<file path="config.mk">
export PLATFORM = sky130hd
export DESIGN_NAME = branch_resolve_tracker
export DESIGN_NICKNAME = d
export VERILOG_FILES = /design/src/rtl/branch_resolve_tracker.sv
export SDC_FILE = /design/constraint.sdc
export NUM_CORES = 1
export LEC_CHECK = 0
export ABC_AREA = 1
export ABC_CLOCK_PERIOD_IN_PS = 2400
export CAP_MARGIN = 40
export CORE_MARGIN = 2
export CORE_UTILIZATION = 38
export CTS_BUF_LIST = sky130_fd_sc_hd__clkbuf_4
export DETAILED_ROUTE_END_ITERATION = 7
export SETUP_SLACK_MARGIN = 0.05
export SYNTH_ARGS = -nofsm -noshare
export SYNTH_HDL_FRONTEND = slang
export SYNTH_SLANG_ARGS = --single-unit
</file>
<file path="constraint.sdc">
create_clock -name clk_i -period 2.4 [get_ports clk_i]
set_input_delay 0.6 -clock clk_i [delete_from_list [all_inputs] [get_ports clk_i]]
set_output_delay 0.6 -clock clk_i [all_outputs]
set_load 0.01 [all_outputs]
</file>
<file path="src/rtl/branch_resolve_tracker.sv">
// rtl/branch_resolve_tracker.sv - in-order branch tag tracker with out-of-order resolve, ordered retire and redirect sequencing
module branch_resolve_tracker #(
  parameter int NR_ENTRIES = 4,
  parameter int VLEN = 64,
  localparam int TAG_W = $clog2(NR_ENTRIES)
) (
  input  logic             clk_i,
  input  logic             rst_ni,
  input  logic             flush_i,
  input  logic             alloc_valid_i,
  input  logic [VLEN-1:0]  alloc_pc_i,
  output logic             alloc_ready_o,
  output logic [TAG_W-1:0] alloc_tag_o,
  input  logic             resolve_valid_i,
  input  logic [TAG_W-1:0] resolve_tag_i,
  input  logic             resolve_mispredict_i,
  input  logic [VLEN-1:0]  resolve_target_i,
  output logic             resolve_err_o,
  output logic             redirect_valid_o,
  output logic [VLEN-1:0]  redirect_pc_o,
  input  logic             redirect_ack_i,
  output logic             retire_valid_o,
  output logic [VLEN-1:0]  retire_pc_o,
  output logic [TAG_W:0]   count_o
);

  localparam logic [TAG_W:0] FULL_CNT = (TAG_W+1)'(NR_ENTRIES);

  typedef enum logic [0:0] {IDLE, FLUSH} state_t;

  state_t state_q, state_d;

  logic [NR_ENTRIES-1:0] valid_q, resolved_q, mispredict_q;
  logic [VLEN-1:0]       pc_q     [NR_ENTRIES];
  logic [VLEN-1:0]       target_q [NR_ENTRIES];
  logic [TAG_W-1:0]      head_q, tail_q;
  logic [TAG_W:0]        count_q;

  logic            retire_valid_q, resolve_err_q;
  logic [VLEN-1:0] retire_pc_q, redirect_pc_q;

  logic alloc_fire, retire_fire, enter_flush, clear_all;
  logic resolve_hit_bad, resolve_ok, resolve_bad;
  logic head_ready;

  // The head may leave the buffer only once its resolution has been stored.
  assign head_ready      = valid_q[head_q] && resolved_q[head_q];
  assign alloc_ready_o   = (state_q == IDLE) && (count_q != FULL_CNT) && !flush_i;
  assign alloc_tag_o     = tail_q;
  assign alloc_fire      = alloc_valid_i && alloc_ready_o;
  assign resolve_hit_bad = !valid_q[resolve_tag_i] || resolved_q[resolve_tag_i];
  assign resolve_ok      = resolve_valid_i && !flush_i && !resolve_hit_bad;
  assign resolve_bad     = resolve_valid_i && !flush_i && resolve_hit_bad;

  assign redirect_valid_o = (state_q == FLUSH);
  assign redirect_pc_o    = redirect_pc_q;
  assign retire_valid_o   = retire_valid_q;
  assign retire_pc_o      = retire_pc_q;
  assign resolve_err_o    = resolve_err_q;
  assign count_o          = count_q;

  // State register.
  always_ff @(posedge clk_i or negedge rst_ni) begin
    if (!rst_ni) state_q <= IDLE;
    else         state_q <= state_d;
  end

  // Next state: external flush wins, otherwise retire or start a redirect from the head.
  always_comb begin
    state_d     = state_q;
    retire_fire = 1'b0;
    enter_flush = 1'b0;
    clear_all   = 1'b0;
    if (flush_i) begin
      state_d   = IDLE;
      clear_all = 1'b1;
    end else begin
      case (state_q)
        IDLE: begin
          if (head_ready) begin
            if (mispredict_q[head_q]) begin
              state_d     = FLUSH;
              enter_flush = 1'b1;
            end else begin
              retire_fire = 1'b1;
            end
          end
        end
        FLUSH: begin
          if (redirect_ack_i) begin
            state_d   = IDLE;
            clear_all = 1'b1;
          end
        end
        default: state_d = IDLE;
      endcase
    end
  end

  // Entry storage; alloc, resolve and retire always touch disjoint entries.
  always_ff @(posedge clk_i or negedge rst_ni) begin
    if (!rst_ni) begin
      valid_q      <= '0;
      resolved_q   <= '0;
      mispredict_q <= '0;
      for (int i = 0; i < NR_ENTRIES; i++) begin
        pc_q[i]     <= '0;
        target_q[i] <= '0;
      end
    end else if (clear_all) begin
      valid_q      <= '0;
      resolved_q   <= '0;
      mispredict_q <= '0;
    end else begin
      if (alloc_fire) begin
        valid_q[tail_q]    <= 1'b1;
        resolved_q[tail_q] <= 1'b0;
        pc_q[tail_q]       <= alloc_pc_i;
      end
      if (resolve_ok) begin
        resolved_q[resolve_tag_i]   <= 1'b1;
        mispredict_q[resolve_tag_i] <= resolve_mispredict_i;
        target_q[resolve_tag_i]     <= resolve_target_i;
      end
      if (retire_fire) begin
        valid_q[head_q]    <= 1'b0;
        resolved_q[head_q] <= 1'b0;
      end
    end
  end

  // Head/tail pointers and occupancy count.
  always_ff @(posedge clk_i or negedge rst_ni) begin
    if (!rst_ni) begin
      head_q  <= '0;
      tail_q  <= '0;
      count_q <= '0;
    end else if (clear_all) begin
      head_q  <= '0;
      tail_q  <= '0;
      count_q <= '0;
    end else begin
      if (alloc_fire)  tail_q <= tail_q + TAG_W'(1);
      if (retire_fire) head_q <= head_q + TAG_W'(1);
      count_q <= count_q + {{TAG_W{1'b0}}, alloc_fire} - {{TAG_W{1'b0}}, retire_fire};
    end
  end

  // Registered retire/error pulses and the latched redirect target.
  always_ff @(posedge clk_i or negedge rst_ni) begin
    if (!rst_ni) begin
      retire_valid_q <= 1'b0;
      retire_pc_q    <= '0;
      resolve_err_q  <= 1'b0;
      redirect_pc_q  <= '0;
    end else begin
      retire_valid_q <= retire_fire;
      resolve_err_q  <= resolve_bad;
      if (retire_fire) retire_pc_q <= pc_q[head_q];
      if (clear_all)        redirect_pc_q <= '0;
      else if (enter_flush) redirect_pc_q <= target_q[head_q];
    end
  end

endmodule

</file>
==> results by stage, run 1 <==
Run status:
- The flow ran to the end, and the final reports show no timing, DRC or antenna violations.

Synth:
- The most used flip-flop cell after synthesis is dfrtp_1.
- Synthesis produced a netlist whose cell count is 3583.
- Summing every instance area after synthesis gives around 0.029 mm^2.
- The share of the Yosys chip area taken by registers is 56.3%.
- The count of state elements after synthesis is 662.
- The total nets after synthesis is about 3700.
- The number of different library cells used by synthesis comes to 27.
- The count of flip-flops with a built-in enable after synthesis is 0.
- A synthesized cell averages about 8.2 um^2.
- The proportion of synthesized flip-flops having asynchronous set or reset is 100%.
- For this run, the number of Yosys warnings is 0.

Floorplan:
- The number of cell rows is 102.
- During I/O placement, the number of pins put on the boundary was 274.
- The overall die area is 0.0796 mm^2.
- The core region is slightly below 0.08 mm^2.
- The initial core utilization is 38.2%.
- The die is 282 um tall.
- The die is 282 um wide.

Drt:
- The first detailed-routing pass took 5 iterations.
- The number of vias in the routed layout is ~26000.
- For this run, design rule violations remaining after detail routing come to 0.
- The detail route stage leaves a number of antenna-violating nets equal to 0.
- The per-cell via count in the routed design is slightly above 5.
- The initial DRC count is a little over 2000.
- The wire length per cell is 17.5 um.
- The total routed wirelength is 89.9 mm.

Hold path:
- The worst hold path class is in2async.

Final layout:
- The share of cells above drive strength 1 is roughly 14%.
- The library cell used most frequently in the layout, excluding fill and tap cells, is nand2_1.
- The number of nets in the finished design is 4094.
- The finished layout cell area is approximately 0.037 mm^2.
- The synthesis-to-finish area growth is 24.1%.
- The library cells used most frequently in the layout, excluding fill and tap cells, are nand2_1 (1591), dfrtp_1 (659), o21ai_0 (322).

Placed design:
- Input and output buffers added on the ports amount to 273.
- At the end of routability-driven placement, the weighted congestion stood at roughly 0.8.
- Detailed placement ended at an HPWL of 53.1 mm.
- The total placed instance area is 0.0342 mm^2.

GRT:
- The number of global-route vias before repair is 25900.
- The global route total overflow is 0.
- The largest net degree at the start of global routing is 139.
- Global routing used between 20% and 30% of the available tracks across all layers.
- The global-route wire length before repair is 144 mm.
- The initial antenna violation count is 6.

Power and ir drop:
- Dividing total power by cell area gives a power density of 785 mW/mm^2.
- Summed over all cells, the static leakage comes to ~19 nW.
- The worst IR drop on VDD is 0.350 mV.

Critical path:
- The worst-path maximum fanout is 3.
- STA classifies the critical path startpoint as a flop.
- The kind of end point of the critical path is an output port.
- The category of the most critical setup path is reg2out.
- For the worst setup path, the data required time is approximately 1.8 ns.
- Data on the critical path arrives at its endpoint at 1.78 ns.

Job:
- The number of max-capacitance violations reported is 0.

Clock network:
- After clock tree synthesis, the clock-pin slew on the worst setup and hold paths is 0.06 ns.
- The H-tree depth is 4.
- The clock tree from TritonCTS is yes.
- Counting every sink on the clock net gives 662.
- In this run the clock root is driven by a clkbuf_4.
- The maximum buffer depth of the clock tree is 3.
- The TritonCTS buffer count is roughly 180.
- At the later pin of the worst-skew pair, clock insertion delay measures 1.04 ns.

STA:
- The slew of the pin with the lowest slew margin is 0.915 ns.
- The time the worst path needs with I/O delays and setup is 2.38 ns.
- The worst pin sits at a relative slew slack of 39.0%.
- For the final routed database, the setup TNS stands at 0 ns.
- Derived from the worst setup path, the maximum achievable clock frequency is between 400 and 500 MHz.
- The max-slew violation count is 0.
- The final hold violation count is 0.
- Setup repair after global routing could not meet its margin everywhere.
- The final count of negative-setup-slack endpoints is 0.
- The portion of the clock cycle consumed by the worst path in the final layout is 99.2%.
- The worst clock skew is 0.0722 ns.
[logic make-up after synthesis]
logic type      count (synthesis)  share of synthesized area [%]
flops                         662                           56.3
simple gates                 2030                           28.0
compound gates                525                           10.1
buf+inv                       353                           5.09
fa+ha+maj                      11                          0.494
xor+xnor                        2                         0.0596
[power by group]
group          internal [mW]  total, mW  switching [mW]  leakage [nW]
sequential              13.3       14.3           0.995          8.85
clock                   5.36       10.4            5.00          1.39
combinational           1.66       3.98            2.31          8.42
[flip-flops by register name, summed over array words and instances (netlist names), 3 cells and up]
signal	flops
resolved_q	4
target_q	256
redirect_pc_o	64
valid_q	4
count_o	3
mispredict_q	4
pc_q	256
retire_pc_o	64
[critical path: stages, from the launching register on]
cell and delay (ns):
dfrtp_1 0.39, nor2_2 0.11, and2_4 0.17, buf_6 0.12
[per-layer routing]
metal  track usage, %  part of all wire (%)  vias to the layer above
li1                 -                     -                    12500
met1             31.6                    45                    12700
met2             36.4                    47                      751
met3             4.45                   5.9                      159
met4             8.22                   2.3                        2
met5                0                 0.014                        -
[stage by stage]
step	utilization (%)	total power, mW	hold slack [ns]	setup WS, ns	instances
6_report	47.4	28.7	0.166	0.0182	5133
5_1_grt	47.4	30.5	0.0729	-0.140	5131
4_1_cts	47.3	29.0	0.0367	-0.110	5118
3_5_place_dp	44.3	18.5	0.457	-0.488	4772
3_3_place_gp	44.3	18.3	0.453	-0.470	4770
2_1_floorplan	-	16.7	0.304	0.0509	3583
[area by class of cell]
type                       count  area [um^2]
antenna                        7         17.5
clock buffer                 274         2060
clock inverter                51          305
fill                        7691        40600
inverter                      88          342
multi-input combinational   2568        11400
sequential                   662        16600
tap                         1040         1300
timing repair buffer         443         4480
[synthesized netlist by cell type, types with 2 or more instances]
cell      count  area share [%]
nor2_1       76            0.97
buf_6        11            0.42
o21ai_0     322             5.5
buf_4         2           0.051
buf_2        65             1.1
nand3_1     277             4.7
a22oi_1       3           0.077
nor2_2        2           0.043
buf_1        34            0.43
nand3_2       3            0.10
nor2_4        4            0.15
nand2_1    1595              20
inv_2         6           0.077
ha_1         10            0.43
nand3_4       2            0.12
a21oi_1     135             2.3
a32o_1       64             2.2
dfrtp_1     662              56
nand4_1      69             1.5
clkbuf_1    153             2.0
inv_1        82             1.0
[path summary, 6_finish.rpt]
check | depth (start not counted) | slack [ns] | from | to
min reg2reg | 2 | 0.47 | target_q[197]$_DFFE_PN0P_ | target_q[197]$_DFFE_PN0P_
max | 3 | 0.02 | redirect_valid_o$_DFF_PN0_ | alloc_ready_o
max reg2reg | 12 | 0.18 | head_q[0]$_DFFE_PN0P_ | count_o[2]$_DFF_PN0_
max in group asynchronous | 3 | 1.34 | rst_ni | retire_pc_o[13]$_DFFE_PN0N_
min | 2 | 0.17 | rst_ni | target_q[147]$_DFFE_PN0P_
min in group clk_i | 3 | 0.19 | alloc_pc_i[45] | pc_q[109]$_DFFE_PN0P_
[what timing repair did]
action | CTS | global route
hold endpoints to repair | 627 | 0
gates resized for setup | 429 | 19
hold buffers | 1 | 0
pin swaps | 1 | 3
setup buffers | 21 | 9
endpoints found under the setup margin | 151 | 48
Note: power is estimated with default switching activity, not from simulation.
==> inputs of run 2 (changes only) <==
Settings changed: CORE_UTILIZATION 38 to 50, PLACE_DENSITY set to 0.74.
==> run 2 against run 1 <==
  * The run now ends with negative setup slack left
  * Setup slack worse by 0.021 ns
  * Clock skew down 0.025 ns
  * Register-to-register slack worse by 0.06 ns
  * Total power down 1.4%
  * Die area down 24%
  * Clock power down 4%
  * Design area down 2.2%
  * Sequential power about the same
  * Hold slack better by 0.037 ns
  * Clock-buffer cell count down 17
  * Highest routed layer unchanged
==> results by stage, run 2 (synthesis gave the netlist of run 1 again) <==
Run status:
- The run finished, with violations left.
- The checks that failed: negative setup slack.

Clock network:
- The clock reaches the later pin of the worst-skew pair after roughly 1 ns.
- The number of clock buffers added by TritonCTS is roughly 180.
- The root buffer cell is clkbuf_4.
- The maximum buffer depth of the clock tree is 3.
- The CTS clock-pin slew for the worst setup and hold paths is 0.06 ns.
- The clock tree from TritonCTS is yes.
- The number of clock sinks seen by CTS is 662.
- In this run the number of H-tree levels came out at 4.

Power and ir drop:
- The cell leakage power is 18.4 nW.
- Dividing total power by cell area gives a power density of about 790 mW/mm^2.
- Overall power consumption after layout is estimated at 28.3 mW.
- The worst-case IR drop observed on VDD is around 0.42 mV.

Placed design:
- The half-perimeter wire length of the detailed placement result is 49.0 mm.
- The setup slack at placement is -0.359 ns.
- Once placement finished, the instance area stood at about 0.034 mm^2.
- The weighted congestion at the end of routability-driven global placement is 0.790.
- Once placement completed, the tool counted placed cells totaling 4479.
- Port buffering added 273 buffers.

Floorplan:
- The die is around 250 um wide.
- From bottom edge to top edge, the die measures 247 um.
- The overall die area is 0.0608 mm^2.
- Pin placement for this block handled 274 I/O pins.
- After floorplanning, the core was divided into 88 placement rows.
- The initial core utilization is between 50% and 60%.
- The area of the placeable core is 0.0579 mm^2.

Drt:
- Once detail routing completed, the nets flagged for antenna violations numbered 0.
- In the final routed layout, each cell accounts on average for 17.3 um.
- The routed layout has between 20000 and 30000 vias.
- The total routed wirelength is 83.3 mm.
- After the first detailed-routing iteration, the DRC count stood at about 2400.
- The per-cell via count in the routed design is 5.46.
- Before antenna repair, the detailed router went through 5 iterations.
- For this run, design rule violations remaining after detail routing come to 0.

GRT:
- The initial antenna violation count is 12.
- The largest net degree at the start of global routing is about 220.
- The total overflow left after global routing is 0.
- The first global-routing pass estimated 135 mm of wire.
- The number of global-route vias before repair is between 20000 and 30000.
- The total global-route track usage is 28.0%.

Final layout:
- The fraction of the core area covered by cells at the end of the flow is between 60% and 70%.
- The synthesis-to-finish area growth is 21.5%.
- In the layout the commonest cells are nand2_1 (1591), dfrtp_1 (657), o21ai_0 (322).
- The finished layout cell area is 0.0357 mm^2.
- The number of nets in the finished design is around 4000.
- The largest registers in the layout are pc_q: 256 flops, target_q: 256 flops.
- The share of cells above drive strength 1 is between 10% and 20%.
- Once layout is complete, the cells apart from fillers number 4813.
- Leaving out fill and tap cells, the most frequent cell in the layout is nand2_1.

STA:
- The worst clock skew is 0.0467 ns.
- The final hold violation count is 0.
- Timing would allow up to 416 MHz.
- The final count of negative-setup-slack endpoints is 1.
- Setup repair after global routing could not meet its margin everywhere.
- The worst hold slack across all endpoints is a little over 0.2 ns.
- The max-slew violation count is 0.
- The summed negative setup slack over all endpoints is -0.00260 ns.
- The worst-case setup margin in the final layout is -0.00260 ns.
- The time the worst path needs with I/O delays and setup is 2.40 ns.
- The max-slew headroom at the worst pin is 39.5%.
- The slew of the pin with the lowest slew margin is 0.908 ns.
- In the finished design, the share of the clock period the worst path needs comes to 100%.

Hold path:
- The worst hold path class is in2async.

Critical path:
- In this run the register-to-register setup slack is about 0.12 ns.
- STA puts the critical path data arrival time at 1.80 ns.
- The worst-path maximum fanout is 2.
- The category of the most critical setup path is reg2out.
- For the worst setup path, the data required time is 1.80 ns.
- The worst setup path is captured at an output port.
- The startpoint class of the critical path is a flop.

Job:
- Max-cap violations in this run came to 0.
## run 2: changes by cell type in the layout (fill, tap and decap cells not counted), moves of 3 or more
cell             previous run  this run
clkbuf_2                    6        43
inv_6                       6         1
diode_2                     7        10
buf_2                      60        27
buf_12                     59        47
clkinv_1                   34        24
clkdlybuf4s15_2            11         7
bufinv_16                   1         4
buf_4                     103        93
clkbuf_4                  274       257
buf_6                      12         6
inv_2                       6        11
clkdlybuf4s15_1            51        56
## run 2: layer usage
metal / up-vias / routed length [um] / track usage [%]
met5: - / 53 / 0
met4: 8 / 1850 / 10.3
met3: 151 / 6430 / 6.76
met2: 981 / 39500 / 44.1
met1: 12700 / 35500 / 37.8
li1: 12400 / - / -
## run 2: cell type report
class | count | area [um^2]
fill | 5146 | 22200
sequential | 662 | 16600
multi-input combinational | 2568 | 11400
timing repair buffer | 422 | 4190
clock buffer | 257 | 1930
tap | 765 | 957
inverter | 88 | 342
clock inverter | 41 | 290
antenna | 10 | 25.0
## run 2: critical path, stage by stage (launching register included)
cell	delay [ns]
dfrtp_2	0.43
inv_2	0.05
nand3_1	0.06
and2_4	0.15
buf_6	0.12
## run 2: final timing paths
path | startpoint | to | depth (start not counted)
min in group clk_i | alloc_pc_i[3] | pc_q[67]$_DFFE_PN0P_ | 3
worst max-delay path | count_o[1]$_DFF_PN0_ | alloc_ready_o | 4
worst max register to register | head_q[0]$_DFFE_PN0P_ | retire_pc_o[52]$_DFFE_PN0N_ | 7
worst min register to register | target_q[179]$_DFFE_PN0P_ | target_q[179]$_DFFE_PN0P_ | 2
max in group asynchronous | rst_ni | pc_q[154]$_DFFE_PN0P_ | 4
worst min-delay path | rst_ni | pc_q[92]$_DFFE_PN0P_ | 3
## run 2: power by group
part / leakage [nW] / switching [mW] / total, mW / internal [mW]
clock: 1.32 / 4.68 / 9.99 / 5.31
sequential: 8.85 / 0.999 / 14.3 / 13.3
combinational: 8.23 / 2.31 / 3.94 / 1.63
total: 18.4 / 7.99 / 28.3 / 20.3
## run 2: what timing repair did
item / in CTS / in global routing
pin swaps: 1 / 3
buffers inserted: 18 / 6
endpoints found under the setup margin: 138 / 132
hold buffers: 2 / 0
endpoints found under the hold margin: 467 / 0
resized for setup: 333 / 68
==> inputs of run 3 (changes only) <==
Settings changed: CTS_CLUSTER_SIZE set to 40, SLEW_MARGIN set to 20.
==> run 3 against run 2 <==
  * The flow still finishes with violations (negative setup slack)
  * Final cell count down 0.44%
  * Maximum frequency fell by 2.3%
  * Total power decreased by 0.91%
  * Critical path depth down 1
  * Setup slack lost 0.056 ns
  * Sequential power barely moved
  * Critical endpoint unchanged
  * Largest cell class unchanged
  * Highest routed layer unchanged
==> results by stage, run 3 (synthesis gave the netlist of run 1 again) <==
GRT:
- The global route total overflow is 0.
- The total global-route track usage is between 20% and 30%.
- The global-route wire length before repair is 135 mm.
- The largest net degree at the start of global routing is 217.
- The number of global-route vias before repair came to between 20000 and 30000.
- The initial antenna violation count is 8.

Drt:
- The detailed-routing iteration count for the pre-antenna-repair pass is 5.
- The initial DRC count is 2236.
- The number of routed nets with antenna violations is 0.
- The DRC violation count after routing is 0.
- For this block, the routed nets add up to 83.4 mm of wire.
- The number of vias in the routed layout is 26300.
- The per-cell via count in the routed design is 5.49.
- Dividing the detail-routed wire length by the instance count gives 17.4 um.

Final layout:
- Leaving out fill and tap cells, the most frequent cell in the layout is nand2_1.
- The filler cells instantiated in the layout total 5143.
- In the final layout, the registers with the most flip-flops are pc_q: 256 flops, target_q: 256 flops.
- In the final design database the tool counted 4058 nets.
- After the flow finishes, the layout carries non-filler instances totaling about 4800.
- The synthesis-to-finish area growth is 21.8%.
- Cells with a size suffix above 1 make up 11.9% of the layout.
- The top cell types in the final layout, fill and taps aside, are nand2_1 (1591), dfrtp_1 (657), o21ai_0 (322).

Floorplan:
- The number of cell rows is 88.
- The initial core utilization is 50.8%.
- From left edge to right edge, the die measures about 250 um.
- The floorplan step defined a die boundary enclosing 0.0608 mm^2.
- In this run the vertical extent of the chip is about 250 um.
- The area of the placeable core is slightly below 0.06 mm^2.
- For this design the top-level I/O count stands at 274.

Placed design:
- Input and output buffers added on the ports amount to 273.
- The weighted congestion at the end of routability-driven global placement is slightly below 0.8.
- The total instance count after detailed placement is 4479.
- The half-perimeter wire length of the detailed placement result is 49.1 mm.

Critical path:
- The category of the most critical setup path is reg2out.
- STA classifies the critical path startpoint as a flop.
- Data arrives at the worst endpoint at 1.86 ns.
- Along the worst path, the maximum fanout reaches 3.
- The kind of end point of the critical path is an output port.
- For the worst setup path, the data required time is 1.80 ns.

Clock network:
- For the worst-skew pair, the clock arrives at the later sink with an insertion delay of roughly 1.0 ns.
- The TritonCTS buffer count is between 150 and 200.
- The H-tree depth is 4.
- Clock-pin slew was measured on the worst setup and hold paths at roughly 0.070 ns.
- The clock tree from TritonCTS is yes.
- The clock drives about 660 sinks.
- The maximum buffer depth of the clock tree is 3.
- The root buffer cell is clkbuf_4.

Job:
- Across the run, the number of max-cap violations was 0.

Power and ir drop:
- Dividing total power by cell area gives a power density of 781 mW/mm^2.
- The worst IR drop on VDD is 0.396 mV.
- The analysis attributes to cell leakage a power of approximately 18 nW.
- The total power of the final layout is 28.0 mW.

STA:
- Derived from the worst setup path, the maximum achievable clock frequency is 407 MHz.
- The max-slew headroom at the worst pin is 34.1%.
- After layout, the worst setup slack is -0.0591 ns.
- For the pin with the worst max-slew slack, the measured transition is about 0.99 ns.
- The portion of the clock cycle consumed by the worst path in the final layout is 102%.
- Setup violations remaining at the end of the flow were counted as 1.
- The final hold violation count is 0.
- Between clock sinks in the finished design, the worst skew comes to 0.0678 ns.
- The time the worst path needs with I/O delays and setup is 2.46 ns.
- The max-slew violation count is 0.
- Setup repair after global routing could not meet its margin everywhere.

Run status:
- The run finished, with violations left.
- The checks that failed: negative setup slack.

Hold path:
- The worst hold path class is in2async.
## run 3: path summary, 6_finish.rpt
check,from,end,slack [ns],depth (start not counted)
setup reg to reg,redirect_valid_o$_DFF_PN0_,count_o[1]$_DFF_PN0_,0.14,11
hold / removal,rst_ni,pc_q[92]$_DFFE_PN0P_,0.22,3
max in group asynchronous,rst_ni,pc_q[171]$_DFFE_PN0P_,1.25,4
min in group clk_i,alloc_pc_i[49],pc_q[113]$_DFFE_PN0P_,0.22,3
hold reg to reg,retire_pc_o[1]$_DFFE_PN0N_,retire_pc_o[1]$_DFFE_PN0N_,0.47,2
setup / recovery,redirect_valid_o$_DFF_PN0_,alloc_ready_o,-0.06,3
## run 3: final cells by class
cell class	instances	area, um^2	area share, %
Tap cell	765	957	2.67
Inverter	88	342	0.953
Antenna cell	4	10.0	0.0279
Sequential cell	662	16600	46.3
Multi-Input combinational cell	2568	11400	31.8
Clock buffer	263	1970	5.51
Clock inverter	24	159	0.444
Timing Repair Buffer	418	4400	12.3
## run 3: worst max-delay path: stages, from the launching register on
cell and delay [ns]:
dfrtp_1 0.41, nor2_2 0.19, and2_4 0.19, buf_6 0.09
## run 3: report_power, final
group / internal (mW) / leakage, nW / total [mW] / switching [mW]
sequential: 13.3 / 8.85 / 14.3 / 1.01
combinational: 1.63 / 8.31 / 3.95 / 2.32
clock: 5.14 / 1.28 / 9.71 / 4.57
## run 3: through the flow
| stage | util [%] | cell area [um^2] | worst slack [ns] | hold WS [ns] | TNS [ns] |
|---|---|---|---|---|---|
| 2_1_floorplan | - | 29400 | 0.0509 | 0.304 | 0 |
| 4_1_cts | 61.7 | 35800 | -0.116 | 0.116 | -0.116 |
| 6_report | 61.9 | 35800 | -0.0591 | 0.217 | -0.0591 |
| 3_5_place_dp | 57.9 | 33600 | -0.388 | 0.458 | -46.31 |
| 3_3_place_gp | 57.9 | 33500 | -0.325 | 0.453 | -40.80 |
| 5_1_grt | 61.9 | 35800 | -0.190 | 0.165 | -0.190 |
## run 3: timing repair
action	4_1_cts	5_1_grt
pin swaps	1	2
buffers inserted	15	5
gates resized for setup	276	9
hold buffers	2	0
endpoints found under the hold margin	447	0
setup endpoints to repair	137	72
## run 3: routing by layer
metal | track usage (%) | wire [um] | up-vias
met4 | 10.7 | 1970 | 6
met3 | 5.65 | 6300 | 147
met1 | 37.6 | 35400 | 12700
li1 | - | - | 12400
met5 | 0 | 40 | -
met2 | 44.9 | 39600 | 1059
